===== src/rtl/uart_tx_framer.sv =====
// UART transmit framer: start bit, DATA_BITS data bits LSB first, STOP_BITS stop bits.
// Define UART_TX_PARITY_EN to insert an even-parity bit between data and stop.
module uart_tx_framer #(
  parameter int CLKS_PER_BIT = 1,
  parameter int DATA_BITS    = 8,
  parameter int STOP_BITS    = 1
) (
  input  logic       clk,
  input  logic       reset,
  input  logic [7:0] tx_data,
  input  logic       tx_valid,
  output logic       tx_ready,
  output logic       tx_out,
  output logic       busy,
  output logic       done
);

  localparam int BAUD_W = (CLKS_PER_BIT > 1) ? $clog2(CLKS_PER_BIT) : 1;
  localparam logic [BAUD_W-1:0] BAUD_MAX = BAUD_W'(CLKS_PER_BIT - 1);
  localparam logic [2:0] DATA_LAST = 3'(DATA_BITS - 1);
  localparam logic [2:0] STOP_LAST = 3'(STOP_BITS - 1);

`ifdef UART_TX_PARITY_EN
  typedef enum logic [2:0] {IDLE, START, DATA, PARITY, STOP} state_t;
`else
  typedef enum logic [2:0] {IDLE, START, DATA, STOP} state_t;
`endif

  state_t             state_reg, state_next;
  logic [BAUD_W-1:0]  baud_reg, baud_next;
  logic [2:0]         bit_reg, bit_next;
  logic [7:0]         shift_reg, shift_next;
  logic               tx_out_reg, tx_out_next;
  logic               tx_ready_reg, tx_ready_next;
  logic               busy_reg, busy_next;
  logic               done_reg, done_next;
  logic               baud_wrap;
  logic [7:0]         data_masked;
`ifdef UART_TX_PARITY_EN
  logic               parity_reg, parity_next;
`endif

  // Bits above the frame width never reach the line or the parity.
  genvar gi;
  generate
    for (gi = 0; gi < 8; gi++) begin : g_mask
      if (gi < DATA_BITS) begin : g_keep
        assign data_masked[gi] = tx_data[gi];
      end else begin : g_zero
        assign data_masked[gi] = 1'b0;
      end
    end
  endgenerate

  assign baud_wrap = (baud_reg == BAUD_MAX);

  always_comb begin
    state_next = state_reg;
    baud_next  = baud_reg;
    bit_next   = bit_reg;
    shift_next = shift_reg;
    done_next  = 1'b0;
`ifdef UART_TX_PARITY_EN
    parity_next = parity_reg;
`endif
    if (state_reg != IDLE) begin
      baud_next = baud_wrap ? '0 : baud_reg + 1'b1;
    end
    case (state_reg)
      IDLE: begin
        baud_next = '0;
        bit_next  = '0;
        if (tx_valid) begin
          state_next = START;
          shift_next = data_masked;
`ifdef UART_TX_PARITY_EN
          parity_next = ^data_masked;
`endif
        end
      end
      START: begin
        if (baud_wrap) state_next = DATA;
      end
      DATA: begin
        if (baud_wrap) begin
          shift_next = shift_reg >> 1;
          if (bit_reg == DATA_LAST) begin
            bit_next = '0;
`ifdef UART_TX_PARITY_EN
            state_next = PARITY;
`else
            state_next = STOP;
`endif
          end else begin
            bit_next = bit_reg + 3'd1;
          end
        end
      end
`ifdef UART_TX_PARITY_EN
      PARITY: begin
        if (baud_wrap) state_next = STOP;
      end
`endif
      STOP: begin
        if (baud_wrap) begin
          if (bit_reg == STOP_LAST) begin
            bit_next   = '0;
            state_next = IDLE;
            done_next  = 1'b1;
          end else begin
            bit_next = bit_reg + 3'd1;
          end
        end
      end
      default: state_next = IDLE;
    endcase

    // Line level is decoded from the upcoming state so tx_out leaves a flop.
    tx_out_next = 1'b1;
    case (state_next)
      START:  tx_out_next = 1'b0;
      DATA:   tx_out_next = shift_next[0];
`ifdef UART_TX_PARITY_EN
      PARITY: tx_out_next = parity_next;
`endif
      default: tx_out_next = 1'b1;
    endcase
    tx_ready_next = (state_next == IDLE);
    busy_next     = (state_next != IDLE);
  end

  always_ff @(posedge clk) begin
    if (reset) begin
      state_reg    <= IDLE;
      baud_reg     <= '0;
      bit_reg      <= '0;
      shift_reg    <= '0;
      tx_out_reg   <= 1'b1;
      tx_ready_reg <= 1'b1;
      busy_reg     <= 1'b0;
      done_reg     <= 1'b0;
`ifdef UART_TX_PARITY_EN
      parity_reg   <= 1'b0;
`endif
    end else begin
      state_reg    <= state_next;
      baud_reg     <= baud_next;
      bit_reg      <= bit_next;
      shift_reg    <= shift_next;
      tx_out_reg   <= tx_out_next;
      tx_ready_reg <= tx_ready_next;
      busy_reg     <= busy_next;
      done_reg     <= done_next;
`ifdef UART_TX_PARITY_EN
      parity_reg   <= parity_next;
`endif
    end
  end

  assign tx_out   = tx_out_reg;
  assign tx_ready = tx_ready_reg;
  assign busy     = busy_reg;
  assign done     = done_reg;

endmodule

===== config.mk =====
export PLATFORM = sky130hd
export DESIGN_NAME = uart_tx_framer
export DESIGN_NICKNAME = d
export VERILOG_FILES = /design/src/rtl/uart_tx_framer.sv
export SDC_FILE = /design/constraint.sdc
export NUM_CORES = 1
export LEC_CHECK = 0
export ABC_AREA = 1
export ABC_CLOCK_PERIOD_IN_PS = 1790
export CORE_AREA = 5 5 47 49
export CTS_CLUSTER_DIAMETER = 80
export CTS_CLUSTER_SIZE = 8
export DETAILED_ROUTE_END_ITERATION = 10
export DIE_AREA = 0 0 52 54
export PLACE_DENSITY = 0.79
export SLEW_MARGIN = 40
export SYNTH_ARGS = -nofsm -noshare
export SYNTH_HDL_FRONTEND = slang
export SYNTH_SLANG_ARGS = --single-unit

===== constraint.sdc =====
create_clock -name clk -period 1.79 [get_ports clk]
set_input_delay 0.2685 -clock clk [delete_from_list [all_inputs] [get_ports clk]]
set_output_delay 0.2685 -clock clk [all_outputs]
set_load 0.02 [all_outputs]

==> flow_summary_export.csv, run 1 <==
group,metric,value,unit
placed_design,dp_hpwl,1180,um
clocking,clk_transition_reported_paths,0.09,ns
synthesis,postSynthCellCount,118,
floorplan,floorplan.die.height,54,um
floorplan,die_width,52,um
synthesis,synth.cell_area,833,um2
cells_and_area,area_growth,24.0,%
placed_design,placement.io_buffers,14,
cells_and_area,final_nets,151,
sta,min_period_over_period,0.818,
sta,unrepaired_setup_endpoints_after_global_routing,"false",
critical_path,crit_fanout,1,
power_and_ir_drop,power.total,0.711,mW
global_route,antenna_found_initial,0,
critical_path,timing.reg2reg.worst_path_depth,8,
floorplan,initial_core_util,0.457,
floorplan,core_area,1820,um2
route,avgRoutedWirePerCell,8.96,um
power_and_ir_drop,vdd_drop_max,0.000547,V
critical_path,critical_path_class,"flip-flop to output port",
power_and_ir_drop,standby_leakage_power,0.503,nW
critical_path,path_delay_family,"buffers and inverters",
route,highest_layer,"met3",
sta,final_max_slew_viol_count,0,
synthesis,synth_top_area_cell,"dfxtp_1",
route,route.met3.wl,77,um
cells_and_area,antenna-diode-count,0,
critical_path,data_required_time_at_the_worst_endpoint,1.52,ns
power_and_ir_drop,power.density_cell_area,688,nW/um2
synthesis,netlist-cell-type-count,21,
clocking,cts-resized-gates,0,
route,wl_met1,712,um
floorplan,overall_die_area,2810,um2
synthesis,synth-seq-area-share,0.432,
route,drt_pass1_iterations,4,
route,initialDrtViolationCount,9,
critical_path,timing.rr.start,"bit_reg[0]",
min_path,min_delay_worst_endpoint,"shift_reg[7]",
sta,setup_ws,0.325,ns
critical_path,critPathMaxStageDelay,0.60,ns
clocking,tritoncts_buffers,3,
sta,setup_viol_count_final,0,
critical_path,worstPathCellList,"clkdlybuf4s50_1",
route,dr_total_vias,737,
critical_path,critical_path.n_buffers_inverters,1,
global_route,globalRoute.totalOverflow,0,
critical_path,critical_path_arrival,1.20,ns
critical_path,reg2reg_slack,0.48,ns
status,status,"complete, no violations",
sta,final_hold_viol_count,0,
sta,hold-worst-slack,0.473,ns
synthesis,yosysWarnings,0,
global_route,pin_count_of_the_biggest_net_entering_global_routing,10,
clocking,cts_hold_bufs,0,
min_path,worstHoldPathCells,2,
cells_and_area,fin_util,0.567,
clocking,worstSkewPairLatency,0.27,ns
sta,fin_setup_tns,0,ns
synthesis,synth.ff_latch_count,18,
job,cap_viol_max_count,0,
route,drt_wl_total,1450,um
sta,timing.fmax,0.683,GHz
critical_path,timing.rr.end,"busy",
route,post_drt_via_cell_ratio,4.55,
floorplan,rows,16,
placed_design,dpl_worst_slack,0.361,ns
clocking,clock_sink_count,18,
cells_and_area,largest_register_ff_count,8,
clocking,tritoncts,"done",
synthesis,netlist_top_cells_area,"dfxtp_1, nand2_1, a21oi_1, nor2_1, inv_1",
route,detail_route.drc_violations,0,
cells_and_area,drive_gt1_frac,0.111,
min_path,hold_start,"shift_reg[7]",
clocking,cts_max_level,1,
clocking,post-cts-setup-buffers,0,
critical_path,sort_of_element_at_the_start_of_the_critical_path,"flip-flop",
global_route,grt_pass1_vias,704,
clocking,cts-root-to-sink-buffers,2,
min_path,hold_class,"flip-flop to flip-flop",
route,ant_nets,0,
synthesis,average_size_of_a_mapped_cell,7.06,um2
global_route,global_route.usage.total,0.124,
synthesis,synth_top_area_share,0.432,
floorplan,ios,15,
sta,finClkSkew,0.00212,ns
route,route.met2.wl,661,um
clocking,ctsRootBufferMaster,"clkbuf_4",
global_route,grt_pass1_wl,2590,um
critical_path,crit_path_top_delay_cell,"clkdlybuf4s50_1",
cells_and_area,total_of_fill_cells_in_the_finished_design,168,
sta,final_period_minus_worst_setup_slack,1.46,ns
synthesis,synth_fp_nets,132,
placed_design,routabilityCongestion,0.865,
critical_path,cp-end-kind,"output port",
tightest hold or removal path, delay by kind of cell, from the launching register on:
kind / cells / cell delay (ns)
AOI/OAI and AO/OA: 1 / 0.05
DFF: 1 / 0.32
and+or+nand+nor: 1 / 0.06
layer usage:
layer,track usage,up-vias
li1,-,401
met1,0.140,320
met5,0,-
met2,0.213,16
met3,0.0388,0
met4,0.0524,0
power breakdown:
group / internal (mW) / total (mW) / switching, mW
Sequential: 0.417 / 0.428 / 0.0114
Clock: 0.0778 / 0.185 / 0.107
Combinational: 0.0479 / 0.0976 / 0.0496
Total: 0.543 / 0.711 / 0.168
cell type report:
| class | count | area [um2] | share of cell area |
|---|---|---|---|
| sequential | 18 | 360 | 0.349 |
| timing repair buffer | 15 | 148 | 0.143 |
| inverter | 16 | 65.1 | 0.0630 |
| tap | 27 | 33.8 | 0.0327 |
| multi-input combinational | 83 | 404 | 0.391 |
| clock buffer | 3 | 22.5 | 0.0218 |
synthesized netlist by cell type:
library cell,number
a21oi_1,11
clkbuf_1,1
conb_1,1
dfxtp_1,18
ha_1,3
inv_1,11
inv_2,3
inv_4,2
nand2_1,38
nand2_2,1
nand3_1,2
nand3_2,1
nand4_1,2
nor2_1,14
nor2_2,3
nor2_8,1
nor3_1,2
o211ai_1,1
o21ai_0,1
o21ai_1,1
o21bai_1,1
through the flow:
stage	area, um2	instances
global route	1030	162
CTS	1030	162
floorplan	833	118
detailed placement	1010	159
global placement	1010	159
finish	1030	162
kinds of logic (layout without fill, tap and decap cells):
| logic type | count (synthesis) | count (layout) | synth area share |
|---|---|---|---|
| DFF | 18 | 18 | 0.432 |
| buffers and inverters | 17 | 34 | 0.0826 |
| AOI/OAI and AO/OA | 15 | 15 | 0.0961 |
| and+or+nand+nor | 64 | 64 | 0.339 |
| adders and majority gates | 3 | 3 | 0.0450 |
| other | 1 | 1 | 0.00450 |
cells in the final DEF, fill, tap and decap left out, types with 2 or more instances in the layout:
cell             netlist  layout
clkbuf_4               0       3
nor2_2                 3       3
inv_4                  2       2
dfxtp_1               18      18
a21oi_1               11      11
inv_1                 11      11
nand3_1                2       2
ha_1                   3       3
inv_2                  3       3
nand4_1                2       2
nor3_1                 2       2
clkdlybuf4s50_1        0      14
nor2_1                14      14
nand2_1               38      38
worst max path at each step:
stage,start,to,slack (ns),cells after the start
after floorplan,bit_reg[0],busy,0.61,8
final,busy,busy,0.33,1
after global placement,reset,busy,0.37,6
after detailed placement,tx_valid,tx_out,0.36,7
after global routing,tx_ready,tx_ready,0.27,1
after CTS,busy,busy,0.30,1
Note: power is estimated with default switching activity, not from simulation.
==> inputs of run 2 (changes only) <==
--- a/config.mk
+++ b/config.mk
@@ -6,13 +6,13 @@
 export NUM_CORES = 1
 export LEC_CHECK = 0
 export ABC_AREA = 1
-export ABC_CLOCK_PERIOD_IN_PS = 1790
-export CORE_AREA = 5 5 47 49
+export ABC_CLOCK_PERIOD_IN_PS = 1300
+export CORE_AREA = 5 5 50 52
 export CTS_CLUSTER_DIAMETER = 80
 export CTS_CLUSTER_SIZE = 8
 export DETAILED_ROUTE_END_ITERATION = 10
-export DIE_AREA = 0 0 52 54
-export PLACE_DENSITY = 0.79
+export DIE_AREA = 0 0 55 57
+export PLACE_DENSITY = 0.74
 export SLEW_MARGIN = 40
 export SYNTH_ARGS = -nofsm -noshare
 export SYNTH_HDL_FRONTEND = slang
==> constraint.sdc (replaced) <==
create_clock -name clk -period 1.3 [get_ports clk]
set_input_delay 0.195 -clock clk [delete_from_list [all_inputs] [get_ports clk]]
set_output_delay 0.195 -clock clk [all_outputs]
set_load 0.02 [all_outputs]
==> flow_summary_export.csv, run 2 (synthesized netlist as in run 1, its figures left out) <==
group,metric,value,unit
status,status,"complete, no violations",
cells_and_area,fin_util,0.534,
cells_and_area,largest_register_ff_count,8,
sta,timing.fmax,0.801,GHz
cells_and_area,drive_gt1_frac,0.203,
clocking,clock_sink_count,18,
power_and_ir_drop,power.density_cell_area,970,nW/um2
critical_path,critical_path_class,"flip-flop to flip-flop",
clocking,tritoncts_buffers,3,
clocking,worstSkewPairLatency,0.29,ns
clocking,cts-root-to-sink-buffers,2,
sta,final_period_minus_worst_setup_slack,1.25,ns
power_and_ir_drop,power_frac_seq,0.551,
power_and_ir_drop,power.total,1.07,mW
critical_path,data_required_time_at_the_worst_endpoint,1.50,ns
floorplan,rows,17,
cells_and_area,most-common-layout-cells,"nand2_1, nor2_1, dfxtp_1, a21oi_1, clkdlybuf4s50_1",
route,initialDrtViolationCount,8,
global_route,pin_count_of_the_biggest_net_entering_global_routing,11,
critical_path,critical_path_arrival,1.45,ns
floorplan,floorplan.die.height,57,um
power_and_ir_drop,share_clk_of_total_power,0.320,
route,avgRoutedWirePerCell,10.3,um
cells_and_area,total_of_fill_cells_in_the_finished_design,197,
critical_path,sort_of_element_at_the_start_of_the_critical_path,"flip-flop",
power_and_ir_drop,standby_leakage_power,0.521,nW
sta,hold-worst-slack,0.466,ns
sta,setup_viol_count_final,0,
sta,final_hold_viol_count,0,
route,post_drt_via_cell_ratio,4.61,
sta,final_max_slew_viol_count,0,
clocking,clk_transition_reported_paths,0.10,ns
clocking,cts_max_level,1,
sta,finClkSkew,0.00198,ns
global_route,grt_pass1_wl,2900,um
power_and_ir_drop,internal-power,0.809,mW
global_route,global_route.usage.total,0.128,
clocking,tritoncts,"done",
floorplan,initial_core_util,0.404,
route,drt_wl_total,1710,um
global_route,antenna_found_initial,0,
cells_and_area,layout.area.seq,368,um2
power_and_ir_drop,power_switching,0.259,mW
sta,fin_setup_tns,0,ns
route,detail_route.drc_violations,0,
cells_and_area,leading_cell_type_in_the_layout_fill_and_taps_excluded,"nand2_1",
power_and_ir_drop,power.combinational.fraction,0.130,
critical_path,crit_fanout,3,
placed_design,placement.io_buffers,14,
sta,unrepaired_setup_endpoints_after_global_routing,"true",
job,cap_viol_max_count,0,
cells_and_area,area_of_combinational_cells_with_multiple_inputs,439,um2
critical_path,reg2reg_slack,0.05,ns
global_route,grt_pass1_vias,710,
placed_design,routabilityCongestion,0.898,
cells_and_area,antenna-diode-count,0,
cells_and_area,area_growth,32.1,%
critical_path,cp-end-kind,"flip-flop",
route,ant_nets,0,
clocking,ctsRootBufferMaster,"clkbuf_4",
power_and_ir_drop,vdd_drop_max,0.000550,V
cells_and_area,final_nets,153,
floorplan,die_width,55,um
power_and_ir_drop,switching_share,0.242,
floorplan,core_area,2060,um2
floorplan,overall_die_area,3140,um2
min_path,hold_class,"flip-flop to flip-flop",
placed_design,dp_hpwl,1280,um
route,dr_total_vias,766,
floorplan,ios,15,
sta,min_period_over_period,0.960,
route,drt_pass1_iterations,4,
global_route,globalRoute.totalOverflow,0,
[run 2: changes by cell type in the layout (fill, tap and decap cells not counted), moves of 2 or more]
cell | before | now
dfxtp_1 | 18 | 14
clkdlybuf4s50_1 | 14 | 10
nand2_2 | 1 | 3
buf_4 | 1 | 3
inv_2 | 3 | 5
dfxtp_2 | 0 | 3
inv_1 | 11 | 9
ha_1 | 3 | 1
ha_4 | 0 | 2
dlygate4sd2_1 | 0 | 4
nand2_1 | 38 | 36
[run 2: repair_timing]
action                     CTS  global route
setup endpoints to repair    6            11
resized for setup            7            11
hold buffers                 0             0
buffers inserted             1             0
pin swaps                    3             5
[run 2: final cells by class]
cell class | count | share of cell area
Clock buffer | 4 | 0.0330
Sequential cell | 18 | 0.334
Tap cell | 28 | 0.0318
Inverter | 16 | 0.0591
Multi-Input combinational cell | 83 | 0.399
Timing Repair Buffer | 17 | 0.143
[run 2: final timing paths]
check | end | start | depth (start not counted)
setup / recovery | tx_out | bit_reg[0] | 8
hold / removal | shift_reg[7] | shift_reg[7] | 2
setup reg to reg | tx_out | bit_reg[0] | 8
hold reg to reg | shift_reg[7] | shift_reg[7] | 2
[run 2: metal layers]
layer	vias up	global-route usage	wire (um)	share of wire
li1	409	-	-	-
met3	6	0.0366	102	0.060
met4	0	0.0833	54	0.032
met1	332	0.158	739	0.43
met5	-	0	0	0
met2	19	0.189	809	0.47
[run 2: worst max-delay path, cell delays in order (launching register included)]
cell,delay (ns)
dfxtp_4,0.38
inv_1,0.04
ha_1,0.20
nand4_1,0.15
nand2_2,0.08
o21bai_1,0.13
nand2_1,0.07
inv_1,0.06
nand2_1,0.05
[run 2: power by group through the flow]
stage | combinational, mW | clock (mW) | sequential [mW]
floorplan | 0.0710 | 0 | 0.606
global placement | 0.137 | 0 | 0.601
detailed placement | 0.139 | 0 | 0.602
CTS | 0.136 | 0.358 | 0.589
global route | 0.157 | 0.384 | 0.591
finish | 0.139 | 0.341 | 0.588
[run 2: stage by stage]
stage	setup WS [ns]	area, um2	std cells
final	0.0514	1100	166
after global routing	-0.0551	1100	166
after CTS	0.0138	1060	166
after detailed placement	-0.0798	1020	161
after global placement	-0.0284	1020	161
after floorplan	0.116	833	118
==> inputs of run 3 (changes only) <==
--- a/config.mk
+++ b/config.mk
@@ -7,11 +7,11 @@
 export LEC_CHECK = 0
 export ABC_AREA = 1
 export ABC_CLOCK_PERIOD_IN_PS = 1300
-export CORE_AREA = 5 5 50 52
+export CORE_AREA = 2 2 47 49
 export CTS_CLUSTER_DIAMETER = 80
 export CTS_CLUSTER_SIZE = 8
 export DETAILED_ROUTE_END_ITERATION = 10
-export DIE_AREA = 0 0 55 57
+export DIE_AREA = 0 0 49 51
 export PLACE_DENSITY = 0.74
 export SLEW_MARGIN = 40
 export SYNTH_ARGS = -nofsm -noshare
==> flow_summary_export.csv, run 3 (synthesized netlist as in run 1, its figures left out) <==
group,metric,value,unit
global_route,global_route.usage.total,0.147,
route,detail_route.drc_violations,0,
route,drt_wl_total,1690,um
status,status,"complete, no violations",
critical_path,timing.rr.start,"bit_reg[0]",
floorplan,floorplan.die.height,51,um
critical_path,worstSetupPathDepth,8,
cells_and_area,largest_register_ff_count,8,
clocking,cts_max_level,1,
route,dr_total_vias,774,
global_route,pin_count_of_the_biggest_net_entering_global_routing,11,
sta,min_period_over_period,0.978,
clocking,tritoncts,"done",
power_and_ir_drop,power.density_cell_area,945,nW/um2
min_path,worstHoldPathCells,2,
placed_design,routabilityCongestion,0.917,
route,drt_pass1_iterations,4,
clocking,cts-root-to-sink-buffers,2,
critical_path,worstPathCellList,"ha_4, ha_4, nand4_1, nand3_2, buf_4, nor2_1, nand2_1, nand2_1",
cells_and_area,final_nets,154,
floorplan,overall_die_area,2500,um2
clocking,tritoncts_buffers,3,
sta,hold-worst-slack,0.473,ns
global_route,grt_pass1_vias,689,
critical_path,critPathMaxStageDelay,0.37,ns
cells_and_area,most-common-layout-cells,"nand2_1, nor2_1, dfxtp_1, a21oi_1",
global_route,grt_pass1_wl,2830,um
route,post_drt_via_cell_ratio,4.63,
clocking,clock_sink_count,18,
job,cap_viol_max_count,0,
power_and_ir_drop,standby_leakage_power,0.552,nW
critical_path,path_delay_family,"simple AND/OR/NAND/NOR gates",
route,initialDrtViolationCount,12,
power_and_ir_drop,vdd_drop_max,0.000700,V
clocking,worstSkewPairLatency,0.29,ns
route,ant_nets,0,
min_path,min_delay_worst_endpoint,"shift_reg[7]",
floorplan,initial_core_util,0.404,
critical_path,startpoint,"bit_reg[0]",
critical_path,crit_path_top_delay_cell,"dfxtp_4",
critical_path,critical_path_class,"flip-flop to flip-flop",
critical_path,sort_of_element_at_the_start_of_the_critical_path,"flip-flop",
floorplan,die_width,49,um
global_route,globalRoute.totalOverflow,0,
critical_path,crit_fanout,3,
cells_and_area,antenna-diode-count,0,
critical_path,timing.rr.end,"tx_out",
cells_and_area,leading_cell_type_in_the_layout_fill_and_taps_excluded,"nand2_1",
sta,final_hold_viol_count,0,
critical_path,timing.reg2reg.worst_path_depth,8,
placed_design,placement.io_buffers,14,
min_path,hold_class,"flip-flop to flip-flop",
sta,timing.fmax,0.786,GHz
sta,final_period_minus_worst_setup_slack,1.27,ns
sta,final_max_slew_viol_count,0,
critical_path,cp-end-kind,"flip-flop",
sta,setup_viol_count_final,0,
power_and_ir_drop,power.total,1.07,mW
critical_path,critical_path_arrival,1.51,ns
cells_and_area,area_growth,35.9,%
route,avgRoutedWirePerCell,10.1,um
placed_design,dpl_cell_area,1020,um2
critical_path,data_required_time_at_the_worst_endpoint,1.53,ns
clocking,cts_hold_bufs,0,
critical_path,reg2reg_slack,0.03,ns
cells_and_area,drive_gt1_frac,0.230,
floorplan,core_area,2060,um2
cells_and_area,final_area,1130,um2
sta,finClkSkew,0.00686,ns
clocking,ctsRootBufferMaster,"clkbuf_4",
critical_path,critical_path.n_buffers_inverters,1,
min_path,hold_start,"shift_reg[7]",
sta,unrepaired_setup_endpoints_after_global_routing,"true",
clocking,clk_transition_reported_paths,0.10,ns
global_route,antenna_found_initial,0,
floorplan,ios,15,
cells_and_area,total_of_fill_cells_in_the_finished_design,189,
floorplan,rows,17,
placed_design,dp_hpwl,1170,um
## run 3: worst min-delay path: stages (launching register included)
cell and delay (ns):
dfxtp_1 0.32, nand2_1 0.06, a21oi_1 0.05
## run 3: layer usage
layer	vias to the layer above	GRT usage	wire, um
met4	0	0.0714	16
met5	-	0	0
met3	2	0.0439	67
met1	341	0.179	801
li1	413	-	-
met2	18	0.237	804
## run 3: layout make-up
cell class | count | area [um2] | share of cell area
multi-input cells | 83 | 463 | 0.409
flip-flops and latches | 18 | 368 | 0.325
repair buffers | 18 | 165 | 0.146
inverters | 16 | 65.1 | 0.0575
clock buffers | 4 | 36.3 | 0.0320
well taps | 28 | 35.0 | 0.0309
## run 3: worst max-delay path by stage
stage / to / slack, ns
global placement: tx_out / -0.03
floorplan: busy / 0.12
global route: tx_out / -0.03
finish: tx_out / 0.03
CTS: busy / 0.003
detailed placement: tx_out / -0.05
## run 3: timing repair
item	4_1_cts	5_1_grt
gates resized for setup	8	16
setup buffers	2	0
pin swaps	3	8
endpoints found under the setup margin	6	10
## run 3: through the flow
| step | setup slack [ns] | utilization | setup TNS [ns] | instances |
|---|---|---|---|---|
| after CTS | 0.00338 | 0.520 | 0 | 167 |
| final | 0.0284 | 0.549 | 0 | 167 |
| after detailed placement | -0.0534 | 0.494 | -0.271 | 161 |
| after global routing | -0.0266 | 0.549 | -0.0513 | 167 |
| after floorplan | 0.116 | - | 0 | 118 |
| after global placement | -0.0325 | 0.494 | -0.113 | 161 |
## run 3: where the power goes
group	total (mW)	leakage [nW]	internal [mW]	switching, mW
registers	0.589	0.149	0.573	0.0165
logic	0.144	0.382	0.0693	0.0743
clock network	0.337	0.0210	0.170	0.167
